--- config.mk ---
export PLATFORM = sky130hd
export DESIGN_NAME = rf_wb_sched
export DESIGN_NICKNAME = d
export VERILOG_FILES = /design/src/rtl/rf_wb_sched.sv
export SDC_FILE = /design/constraint.sdc
export NUM_CORES = 1
export LEC_CHECK = 0
export BUFFER_PORTS_ARGS = -buffer_cell sky130_fd_sc_hd__buf_2
export CORE_ASPECT_RATIO = 1.1
export CORE_MARGIN = 10
export CORE_UTILIZATION = 45
export CTS_CLUSTER_SIZE = 24
export DETAILED_ROUTE_END_ITERATION = 8
export PLACE_DENSITY = 0.7
export SLEW_MARGIN = 10
export SYNTH_ARGS = -nofsm -noshare
export SYNTH_HDL_FRONTEND = slang
export SYNTH_SLANG_ARGS = --single-unit
export TNS_END_PERCENT = 30
--- constraint.sdc ---
create_clock -name clk_i -period 24.7 [get_ports clk_i]
set_input_delay 3.705 -clock clk_i [delete_from_list [all_inputs] [get_ports clk_i]]
set_output_delay 3.705 -clock clk_i [all_outputs]
set_load 0.02 [all_outputs]
--- src/rtl/rf_wb_sched.sv ---
// Register-file writeback scheduler: busy-bit scoreboard for issue hazards plus a
// round-robin arbiter merging ALU and load-unit writebacks onto one write port.
module rf_wb_sched (
  input  logic        clk_i,
  input  logic        rst_ni,
  input  logic        iss_valid_i,
  input  logic [4:0]  iss_rd_i,
  input  logic [4:0]  iss_rs1_i,
  input  logic [4:0]  iss_rs2_i,
  output logic        iss_stall_o,
  input  logic        alu_valid_i,
  input  logic [4:0]  alu_rd_i,
  input  logic [31:0] alu_data_i,
  output logic        alu_ready_o,
  input  logic        mem_valid_i,
  input  logic [4:0]  mem_rd_i,
  input  logic [31:0] mem_data_i,
  output logic        mem_ready_o,
  output logic        rf_w_enable_o,
  output logic [4:0]  rf_w_addr_o,
  output logic [31:0] rf_w_data_o,
  output logic [5:0]  pend_cnt_o,
  output logic        wb_err_o
);

  typedef enum logic {
    LAST_ALU = 1'b0,
    LAST_MEM = 1'b1
  } rr_e;

  rr_e         rr_q, rr_d;
  logic [31:0] busy_q, busy_d;
  logic [5:0]  pend_q, pend_d;
  logic        wb_err_q, wb_err_d;
  logic        wen_q, wen_d;
  logic [4:0]  waddr_q, waddr_d;
  logic [31:0] wdata_q, wdata_d;

  logic        alu_gnt, mem_gnt, gnt_any, iss_accept;
  logic [4:0]  gnt_rd;
  logic [31:0] gnt_data;

  assign iss_stall_o = iss_valid_i &
                       (busy_q[iss_rs1_i] | busy_q[iss_rs2_i] | busy_q[iss_rd_i]);
  assign iss_accept  = iss_valid_i & ~iss_stall_o;

  // Under contention the side that did not win the most recent grant goes next.
  always_comb begin
    alu_gnt = 1'b0;
    mem_gnt = 1'b0;
    if (rst_ni) begin
      if (alu_valid_i && mem_valid_i) begin
        if (rr_q == LAST_ALU) mem_gnt = 1'b1;
        else                  alu_gnt = 1'b1;
      end else if (alu_valid_i) begin
        alu_gnt = 1'b1;
      end else if (mem_valid_i) begin
        mem_gnt = 1'b1;
      end
    end
  end

  assign alu_ready_o = alu_gnt;
  assign mem_ready_o = mem_gnt;
  assign gnt_any     = alu_gnt | mem_gnt;
  assign gnt_rd      = alu_gnt ? alu_rd_i   : mem_rd_i;
  assign gnt_data    = alu_gnt ? alu_data_i : mem_data_i;

  always_comb begin
    rr_d     = rr_q;
    wen_d    = 1'b0;
    waddr_d  = waddr_q;
    wdata_d  = wdata_q;
    wb_err_d = wb_err_q;
    busy_d   = busy_q;
    pend_d   = '0;

    if (alu_gnt) rr_d = LAST_ALU;
    if (mem_gnt) rr_d = LAST_MEM;

    if (gnt_any) begin
      wen_d   = (gnt_rd != 5'd0);
      waddr_d = gnt_rd;
      wdata_d = gnt_data;
      if ((gnt_rd != 5'd0) && !busy_q[gnt_rd]) wb_err_d = 1'b1;
    end

    // The clear is applied after the set so it wins on a same-bit collision.
    if (iss_accept && (iss_rd_i != 5'd0)) busy_d[iss_rd_i] = 1'b1;
    if (wen_q) busy_d[waddr_q] = 1'b0;
    busy_d[0] = 1'b0;

    for (int i = 1; i < 32; i++) begin
      pend_d = pend_d + 6'(busy_d[i]);
    end
  end

  always_ff @(posedge clk_i) begin
    if (!rst_ni) begin
      rr_q     <= LAST_ALU;
      busy_q   <= '0;
      pend_q   <= '0;
      wb_err_q <= 1'b0;
      wen_q    <= 1'b0;
      waddr_q  <= '0;
      wdata_q  <= '0;
    end else begin
      rr_q     <= rr_d;
      busy_q   <= busy_d;
      pend_q   <= pend_d;
      wb_err_q <= wb_err_d;
      wen_q    <= wen_d;
      waddr_q  <= waddr_d;
      wdata_q  <= wdata_d;
    end
  end

  assign rf_w_enable_o = wen_q;
  assign rf_w_addr_o   = waddr_q;
  assign rf_w_data_o   = wdata_q;
  assign pend_cnt_o    = pend_q;
  assign wb_err_o      = wb_err_q;

endmodule

==> impl_metrics.env, run 1 <==
export IMPL_setup_tns_ps=0
export IMPL_gr_usage_all_layers_pct=20.1
export IMPL_fin_ws_ps=13880
export IMPL_vias_in_the_first_global_route=5171
export IMPL_path_type_of_the_worst_setup_path="input port to flip-flop"
export IMPL_final_hold_violation_count=0
export IMPL_dr_iter_0_viols=515
export IMPL_combinationalPowerShare_pct=18.7
export IMPL_drtPass1Iterations=5
export IMPL_power_per_cell_area_nw_per_um2=51.2
export IMPL_netlist_cell_type_count=52
export IMPL_remaining_drc_errors=0
export IMPL_pin_count=142
export IMPL_cts_repair_resize_count=0
export IMPL_p_total_mw=0.331
export IMPL_min_delay_path_class="flip-flop to flip-flop"
export IMPL_timing_final_crit_share_pct=43.8
export IMPL_cts_sinks=77
export IMPL_clkPwrFrac_pct=40.7
export IMPL_layout_drive_gt1_share_pct=28.2
export IMPL_num_rows=41
export IMPL_place_worst_setup_slack_ps=13570
export IMPL_endpoint_kind="flip-flop"
export IMPL_synth_ff_latch_count=77
export IMPL_finalWeightedCongestion=1.01
export IMPL_wire_per_inst_um=20.6
export IMPL_floorplan_die_area_um2=16800
export IMPL_clock_tree_htree_level_count=3
export IMPL_detailroute_via_count=5041
export IMPL_fp_dieW_um=125
export IMPL_area_growth_pct=19.5
export IMPL_grt_max_degree=73
export IMPL_vias_per_cell=6.04
export IMPL_vdd_drop_max_uv=44.8
export IMPL_timing_final_crit_period_ps=10820
export IMPL_postRouteWirelength_um=17200
export IMPL_synthesis_area_um2=5420
export IMPL_clock_tree_root_buffer_cell="clkbuf_16"
export IMPL_nets=803
export IMPL_cp_required_ps=24910
export IMPL_tritoncts_buffers=9
export IMPL_timing_clock_skew_ps=7.20
export IMPL_synth_edff_count=0
export IMPL_fmax_mhz=92.4
export IMPL_synthesis_nets=685
export IMPL_slew_violations=0
export IMPL_maxCapViolCount=0
export IMPL_switchingPower_mw=0.0970
export IMPL_power_switching_fraction_pct=29.3
export IMPL_sort_of_element_at_the_start_of_the_critical_path="input port"
export IMPL_worst_endpoint_arrival_ps=11030
export IMPL_inserted_diodes=0
export IMPL_crit_path_max_fanout=14
export IMPL_total_of_hold_buffers_inserted_after_clock_tree_synthesis=0
export IMPL_antenna_found_initial=0
export IMPL_power_sequential_fraction_pct=40.6
export IMPL_intPower_mw=0.234
export IMPL_dp_hpwl_um=13200
export IMPL_share_of_flip_flops_with_an_asynchronous_set_or_reset_pct=0
export IMPL_finish_utilization_pct=55.6
export IMPL_setup_viol=0
export IMPL_run_status="finished clean"
export IMPL_slew_headroom_pct=27.5
export IMPL_core_area_um2=11600
export IMPL_synth_sequential_area_ratio_pct=28.5
export IMPL_io_buffers=141
export IMPL_wire_length_of_the_first_global_routing_pass_um=27500
export IMPL_fp_dieH_um=135
export IMPL_drtAntennaViolNets=0
export IMPL_postSynthAreaPerCell_um2=9.66
export IMPL_global_route_overflow_total=0
export IMPL_grt_setup_unrepaired="false"
export IMPL_cts_setup_buffers=0
export IMPL_yosysWarnings=0
export IMPL_leakage_nw=3.21
export IMPL_tritoncts="yes"
export IMPL_clkLatencyLatePin_ps=340
export IMPL_cts_clk_slew_worst_paths_ps=60
export IMPL_synth_main_ff_cell="dfxtp_1"
export IMPL_start_util_pct=46.5
export IMPL_worstMarginPinSlew_ps=1080
export IMPL_clk_path_buf_depth=2
export IMPL_syn_instance_count=561
==> layout make-up <==
cell class,count,area [µm²]
clock buffers,9,225
clock inverters,7,80.1
well taps,150,188
flip-flops and latches,77,1540
inverters,30,113
multi-input cells,417,3600
fillers,1028,5170
repair buffers,144,728
==> sequential cells by signal, indices dropped and copies added (netlist names) <==
signal	flops
rf_w_enable_o	1
rr_q	1
wb_err_o	1
rf_w_addr_o	5
rf_w_data_o	32
busy_q	31
pend_cnt_o	6
==> through the flow <==
| step | hold WS, ps | instance area (µm²) | cells |
|---|---|---|---|
| 2_1_floorplan | 471 | 5420 | 561 |
| 3_3_place_gp | 482 | 6170 | 818 |
| 3_5_place_dp | 487 | 6170 | 818 |
| 4_1_cts | 496 | 6480 | 834 |
| 5_1_grt | 509 | 6480 | 834 |
| 6_report | 496 | 6480 | 834 |
==> power groups by stage <==
stage,clock network [mW],logic (mW),registers (mW)
after floorplan,0,0.0343,0.143
after global placement,0,0.0611,0.137
after detailed placement,0,0.0621,0.137
after CTS,0.137,0.0623,0.134
after global routing,0.142,0.0683,0.135
final,0.135,0.0621,0.134
==> per-layer routing <==
| metal | part of all wire (%) | up-vias | global-route usage [%] |
|---|---|---|---|
| met2 | 47 | 297 | 32.6 |
| met4 | 4.5 | 0 | 10.9 |
| met1 | 39 | 2363 | 23.5 |
| met3 | 9.7 | 64 | 5.79 |
| met5 | 0 | - | 0 |
| li1 | - | 2317 | - |
==> logic make-up (layout without fill, tap and decap cells) <==
logic type      count (synthesis)  count (layout)  synth area share (%)
xor+xnor                        2               2                 0.323
compound gates                163             163                  21.5
simple gates                  144             144                  13.1
flops                          77              77                  28.5
mux                            78              78                  21.1
buf+inv                        67             190                  5.36
fa+ha+maj                      30              30                  10.1
==> worst paths after layout <==
kind                  start        endpoint  slack, ps  depth (start not counted)
min          rf_w_data_o[5]  rf_w_data_o[5]        500                          2
min reg2reg  rf_w_data_o[5]  rf_w_data_o[5]        500                          2
max            iss_rs2_i[0]   pend_cnt_o[4]      13880                         23
max reg2reg       busy_q[5]   pend_cnt_o[4]      17030                         22
==> critical path: stages <==
cell      delay [ps]
buf_2            190
mux4_1           590
mux4_2           470
or2_0            250
a211oi_2         240
nand3_2          190
nor3_2           660
o21ai_0          240
fa_1             570
inv_1             50
fa_1             470
inv_1             50
fa_1             470
inv_1             50
fa_1             470
fa_1             530
fa_1             420
fa_1             410
fa_1             410
a21o_1           190
a21oi_1          170
xor2_1           160
nor2_1            50
==> cells in the mapped netlist (all sizes together) (3+ instances only) <==
library cell | number | area [µm²]
nor3 | 5 | 30.0
o21ai | 25 | 125
and3b | 5 | 43.8
buf | 15 | 95.1
o211a | 32 | 320
dfxtp | 77 | 1540
nand2 | 15 | 56.3
clkbuf | 22 | 82.6
o21a | 11 | 82.6
nor3b | 9 | 90.1
a211oi | 37 | 283
ha | 7 | 87.6
inv | 29 | 109
fa | 23 | 460
a22oi | 6 | 45.0
nor2b | 6 | 37.5
nor2 | 81 | 304
and3 | 3 | 18.8
mux2i | 49 | 490
nand3 | 6 | 35.0
and2 | 7 | 45.1
a21oi | 38 | 190
mux4 | 27 | 631
==> cell usage in the layout (no fill, tap or decap), types with 3 or more instances in the layout <==
cell type | Yosys | layout
buf_2 | 4 | 141
nor2_1 | 81 | 79
dfxtp_1 | 77 | 77
mux2i_1 | 49 | 49
a21oi_1 | 38 | 38
a211oi_1 | 36 | 36
o211a_1 | 32 | 32
inv_1 | 29 | 29
o21ai_0 | 25 | 25
fa_1 | 23 | 23
mux4_2 | 21 | 21
nand2_1 | 15 | 15
o21a_1 | 11 | 11
clkbuf_16 | 0 | 9
nor3b_1 | 7 | 7
ha_1 | 7 | 7
mux4_1 | 6 | 6
nor2b_1 | 6 | 6
a22oi_1 | 6 | 6
and2_1 | 6 | 6
and3b_1 | 5 | 5
nand3_1 | 5 | 5
nor3_1 | 4 | 4
and3_1 | 3 | 3
inv_6 | 0 | 3
buf_4 | 3 | 3
Note: power is estimated with default switching activity, not from simulation.
==> run 2, diff against run 1 <==
--- a/config.mk
+++ b/config.mk
@@ -11,7 +11,7 @@
 export CORE_UTILIZATION = 45
 export CTS_CLUSTER_SIZE = 24
 export DETAILED_ROUTE_END_ITERATION = 8
-export PLACE_DENSITY = 0.7
+export PLACE_DENSITY = 0.72
 export SLEW_MARGIN = 10
 export SYNTH_ARGS = -nofsm -noshare
 export SYNTH_HDL_FRONTEND = slang
==> constraint.sdc (replaced) <==
create_clock -name clk_i -period 9.9 [get_ports clk_i]
set_input_delay 1.485 -clock clk_i [delete_from_list [all_inputs] [get_ports clk_i]]
set_output_delay 1.485 -clock clk_i [all_outputs]
set_load 0.02 [all_outputs]
==> impl_metrics.env, run 2 (same netlist as run 1, synthesis figures left out) <==
export IMPL_dp_hpwl_um=13400
export IMPL_setup_viol=0
export IMPL_clock_tree_root_buffer_cell="clkbuf_16"
export IMPL_fp_dieW_um=125
export IMPL_grt_max_degree=64
export IMPL_fp_dieH_um=135
export IMPL_finish_utilization_pct=55.6
export IMPL_final_cell_count_no_fill=835
export IMPL_timing_clock_skew_ps=9.37
export IMPL_wire_per_inst_um=20.9
export IMPL_start_util_pct=46.5
export IMPL_sort_of_element_at_the_start_of_the_critical_path="input port"
export IMPL_min_delay_path_class="flip-flop to flip-flop"
export IMPL_cts_repair_resize_count=0
export IMPL_post_route_cell_area_um2=6480
export IMPL_layout_filler_cells=1060
export IMPL_critical_path_reg2reg_endpoint="pend_cnt_o[4]"
export IMPL_hold_depth=2
export IMPL_pin_count=142
export IMPL_vias_in_the_first_global_route=5211
export IMPL_worstMarginPinSlew_ps=1050
export IMPL_vdd_drop_max_uv=95.2
export IMPL_finalWeightedCongestion=1.00
export IMPL_cts_clk_slew_worst_paths_ps=60
export IMPL_clock_tree_htree_level_count=3
export IMPL_postRouteWirelength_um=17400
export IMPL_vias_per_cell=5.97
export IMPL_num_rows=41
export IMPL_cts_sinks=77
export IMPL_power_per_cell_area_nw_per_um2=127
export IMPL_endpoint_kind="flip-flop"
export IMPL_floorplan_die_area_um2=16800
export IMPL_wire_length_of_the_first_global_routing_pass_um=27800
export IMPL_drtPass1Iterations=5
export IMPL_total_of_hold_buffers_inserted_after_clock_tree_synthesis=0
export IMPL_global_route_overflow_total=0
export IMPL_timing_final_crit_period_ps=8600
export IMPL_slew_headroom_pct=30.0
export IMPL_cts_setup_buffers=0
export IMPL_slew_violations=0
export IMPL_detailroute_via_count=4985
export IMPL_fin_hold_ws_ps=493
export IMPL_worst_endpoint_arrival_ps=8820
export IMPL_gr_usage_all_layers_pct=20.5
export IMPL_io_buffers=141
export IMPL_endpoint_worst_hold="rf_w_data_o[8]"
export IMPL_cp_startpoint="iss_rs2_i[0]"
export IMPL_largest_register_ff_count=32
export IMPL_remaining_drc_errors=0
export IMPL_final_hold_violation_count=0
export IMPL_antenna_found_initial=0
export IMPL_top_library_cells_by_usage_in_the_layout_fill_and_taps_aside="buf_2, nor2_1, dfxtp_1"
export IMPL_tritoncts="yes"
export IMPL_drtAntennaViolNets=0
export IMPL_fmax_mhz=116
export IMPL_maxCapViolCount=0
export IMPL_timing_rr_start="busy_q[5]"
export IMPL_layout_drive_gt1_share_pct=28.2
export IMPL_inserted_diodes=0
export IMPL_tritoncts_buffers=9
export IMPL_cp_required_ps=10120
export IMPL_nets=804
export IMPL_grt_setup_unrepaired="false"
export IMPL_area_growth_pct=19.6
export IMPL_placedInstanceArea_um2=6180
export IMPL_path_type_of_the_worst_setup_path="input port to flip-flop"
export IMPL_placedCellCount=819
export IMPL_ff2ff_setup_slack_ps=2210
export IMPL_clkLatencyLatePin_ps=350
export IMPL_ff2ff_path_depth=22
export IMPL_multiInputGateArea_um2=3600
export IMPL_crit_path_max_fanout=14
export IMPL_setup_tns_ps=0
export IMPL_worst_hold_startpoint="rf_w_data_o[8]"
export IMPL_run_status="finished clean"
export IMPL_leading_cell_type_in_the_layout_fill_and_taps_excluded="buf_2"
export IMPL_clk_path_buf_depth=2
export IMPL_core_area_um2=11600
export IMPL_timing_final_crit_share_pct=86.9
export IMPL_layout_area_seq_um2=1540
export IMPL_dr_iter_0_viols=404
export IMPL_leakage_nw=3.20
## run 2: per-stage QoR
step                power (mW)  setup slack, ps
floorplan                0.441             1690
finish                   0.824             1300
CTS                      0.829             1280
global placement         0.494             1160
detailed placement       0.497              951
global route             0.859              936
## run 2: worst max-delay path by stage
stage | endpoint | slack (ps) | cells after the start
2_1_floorplan | pend_cnt_o[4] | 1690 | 22
3_3_place_gp | pend_cnt_o[4] | 1160 | 23
3_5_place_dp | pend_cnt_o[4] | 950 | 23
4_1_cts | pend_cnt_o[4] | 1280 | 23
5_1_grt | pend_cnt_o[4] | 940 | 23
6_report | pend_cnt_o[4] | 1300 | 23
## run 2: layer usage
layer | part of all wire (%) | track usage [%] | vias to the layer above
li1 | - | - | 2314
met1 | 37 | 23.4 | 2370
met2 | 49 | 34.0 | 251
met3 | 9.5 | 5.87 | 50
met4 | 3.8 | 10.8 | 0
met5 | 0 | 0 | -
## run 2: where the power goes
group | switching (mW) | internal, mW | leakage (nW)
Sequential | 0.0110 | 0.325 | 0.630
Clock | 0.136 | 0.197 | 0.139
Combinational | 0.0946 | 0.0613 | 2.44
Total | 0.242 | 0.583 | 3.20
## run 2: layout make-up
type,count,share of cell area (%)
multi-input combinational,417,55.6
timing repair buffer,145,11.4
clock inverter,6,1.10
sequential,77,23.8
inverter,30,1.74
clock buffer,10,3.53
tap,150,2.90
## run 2: worst max-delay path: stages
cell      delay (ps)
buf_2            190
mux4_1           560
mux4_2           450
or2_0            240
a211oi_2         230
nand3_2          190
nor3_2           610
o21ai_0          260
fa_1             590
inv_1             50
fa_1             480
inv_1             50
fa_1             480
inv_1             60
fa_1             500
fa_1             540
fa_1             430
fa_1             420
fa_1             410
a21o_1           190
a21oi_1          170
xor2_1           160
nor2_1            60
==> run 3, diff against run 2 <==
--- a/config.mk
+++ b/config.mk
@@ -5,6 +5,7 @@
 export SDC_FILE = /design/constraint.sdc
 export NUM_CORES = 1
 export LEC_CHECK = 0
+export ABC_AREA = 1
 export BUFFER_PORTS_ARGS = -buffer_cell sky130_fd_sc_hd__buf_2
 export CORE_ASPECT_RATIO = 1.1
 export CORE_MARGIN = 10
==> impl_metrics.env, run 3 <==
export IMPL_drtAntennaViolNets=0
export IMPL_synth_edff_count=0
export IMPL_worst_endpoint_arrival_ps=8410
export IMPL_power_per_cell_area_nw_per_um2=174
export IMPL_netlist_cell_type_count=27
export IMPL_start_util_pct=46.1
export IMPL_global_route_overflow_total=0
export IMPL_layout_area_seq_um2=1540
export IMPL_longest_individual_stage_delay_on_the_worst_path_ps=540
export IMPL_final_cell_count_no_fill=1223
export IMPL_fin_ws_ps=1760
export IMPL_drtPass1Iterations=5
export IMPL_synth_main_ff_cell="dfxtp_1"
export IMPL_wire_per_inst_um=16.8
export IMPL_vias_per_cell=5.33
export IMPL_worst_hold_startpoint="wb_err_o"
export IMPL_detailroute_via_count=6524
export IMPL_fp_dieH_um=139
export IMPL_clk_path_buf_depth=2
export IMPL_share_of_flip_flops_with_an_asynchronous_set_or_reset_pct=0
export IMPL_finalWeightedCongestion=1.04
export IMPL_synth_most_common_cell="nand2_1"
export IMPL_run_status="finished clean"
export IMPL_pin_count=142
export IMPL_tritoncts_buffers=9
export IMPL_p_total_mw=1.19
export IMPL_syn_instance_count=950
export IMPL_io_buffers=141
export IMPL_gr_usage_all_layers_pct=22.5
export IMPL_synth_sequential_area_ratio_pct=26.4
export IMPL_area_growth_pct=17.4
export IMPL_leading_cell_type_in_the_layout_fill_and_taps_excluded="nand2_1"
export IMPL_cts_sinks=77
export IMPL_post_synth_top_area_cell="dfxtp_1"
export IMPL_synth_ff_latch_count=77
export IMPL_dp_hpwl_um=16200
export IMPL_remaining_drc_errors=0
export IMPL_critical_path_slowest_stage_cell="nor2_4"
export IMPL_total_of_hold_buffers_inserted_after_clock_tree_synthesis=0
export IMPL_timing_final_crit_period_ps=8140
export IMPL_sort_of_element_at_the_start_of_the_critical_path="input port"
export IMPL_tritoncts="yes"
export IMPL_postSynthAreaPerCell_um2=6.14
export IMPL_path_type_of_the_worst_setup_path="input port to flip-flop"
export IMPL_critical_path_most_common_cell="fa_1"
export IMPL_core_area_um2=12600
export IMPL_fp_dieW_um=129
export IMPL_postRouteWirelength_um=20600
export IMPL_place_worst_setup_slack_ps=1480
export IMPL_multiInputGateArea_um2=3480
export IMPL_timing_rr_start="busy_q[26]"
export IMPL_top_library_cells_by_usage_in_the_layout_fill_and_taps_aside="nand2_1, inv_1, buf_2"
export IMPL_dr_iter_0_viols=724
export IMPL_synthesis_area_um2=5830
export IMPL_inserted_diodes=0
export IMPL_synthesis_nets=1074
export IMPL_timing_clock_skew_ps=6.38
export IMPL_yosysWarnings=0
export IMPL_nets=1185
export IMPL_num_rows=43
export IMPL_fmax_mhz=123
export IMPL_clock_tree_htree_level_count=3
export IMPL_slew_violations=0
export IMPL_placedCellCount=1207
export IMPL_grt_setup_unrepaired="false"
export IMPL_biggest_area_contributors_in_the_synthesized_netlist="dfxtp_1, nand2_1, inv_1"
export IMPL_largest_register_ff_count=32
export IMPL_final_hold_violation_count=0
export IMPL_clkLatencyLatePin_ps=340
export IMPL_layout_filler_cells=1300
export IMPL_grt_max_degree=54
export IMPL_cts_setup_buffers=0
export IMPL_cts_repair_resize_count=0
export IMPL_setup_viol=0
export IMPL_min_delay_path_class="flip-flop to flip-flop"
export IMPL_yosys_top_cells_count="nand2_1, inv_1, nand3_1"
export IMPL_worstMarginPinSlew_ps=1010
export IMPL_wire_length_of_the_first_global_routing_pass_um=32600
export IMPL_crit_path_max_fanout=33
export IMPL_timing_final_crit_share_pct=82.2
export IMPL_cts_clk_slew_worst_paths_ps=70
export IMPL_clock_tree_root_buffer_cell="clkbuf_16"
export IMPL_synth_top_cell_area_share_pct=26.4
export IMPL_maxCapViolCount=0
export IMPL_antenna_found_initial=0
export IMPL_endpoint_kind="flip-flop"
export IMPL_leakage_nw=3.80
export IMPL_cp_required_ps=10170
export IMPL_setup_tns_ps=0
export IMPL_vias_in_the_first_global_route=6096
export IMPL_cp_startpoint="iss_rd_i[0]"
export IMPL_layout_drive_gt1_share_pct=16.7
export IMPL_vdd_drop_max_uv=124
export IMPL_slew_headroom_pct=32.0
export IMPL_floorplan_die_area_um2=17900
run 3: cell types whose count changed in the layout (fill, tap and decap cells not counted), sizes merged, moves of 13 or more:
cell / before / now
nand2: 15 / 310
inv: 30 / 163
nand3: 6 / 110
mux2i: 49 / 0
o211ai: 2 / 44
a211oi: 37 / 0
o211a: 32 / 0
nand4: 1 / 32
mux4: 27 / 0
nor3: 5 / 21
nor2: 81 / 68
run 3: layout make-up:
cell class	count	share of cell area, %
inverter	160	8.78
tap	157	2.87
multi-input combinational	668	50.9
timing repair buffer	145	10.8
sequential	77	22.5
clock buffer	9	3.29
clock inverter	7	0.914
run 3: routing by layer:
layer | share of wire, % | track usage (%) | vias to the layer above
met5 | 0 | 0 | -
met4 | 5.3 | 11.8 | 0
met3 | 9.4 | 6.38 | 67
met2 | 45 | 34.4 | 324
met1 | 41 | 27.9 | 2885
li1 | - | - | 3248
run 3: final timing paths:
check,to,slack [ps],depth (start not counted)
worst max-delay path,pend_cnt_o[4],1760,29
worst max register to register,pend_cnt_o[4],2950,27
worst min-delay path,wb_err_o,460,2
worst min register to register,wb_err_o,460,2
run 3: metrics by stage:
stage / hold WS (ps) / instance area [µm²] / utilization, %
2_1_floorplan: 487 / 5830 / -
3_3_place_gp: 445 / 6550 / 51.8
3_5_place_dp: 449 / 6550 / 51.8
4_1_cts: 462 / 6840 / 54.1
5_1_grt: 504 / 6840 / 54.1
6_report: 462 / 6840 / 54.1
run 3: kinds of logic after synthesis:
logic type,share of synthesized area (%)
compound gates,10.4
flops,26.4
simple gates,39.9
fa+ha+maj,9.40
buf+inv,13.9
run 3: power by group:
part,leakage [nW],internal (mW),switching [mW]
sequential,0.633,0.340,0.0258
combinational,3.02,0.185,0.319
clock,0.145,0.176,0.144
total,3.80,0.702,0.489
run 3: critical path: cells and delay by family:
family	cells	cell delay, ps
adder cells (fa/ha/maj)	8	3730
AO/OA/AOI/OAI	4	520
buffers and inverters	5	740
AND/OR/NAND/NOR	12	1940
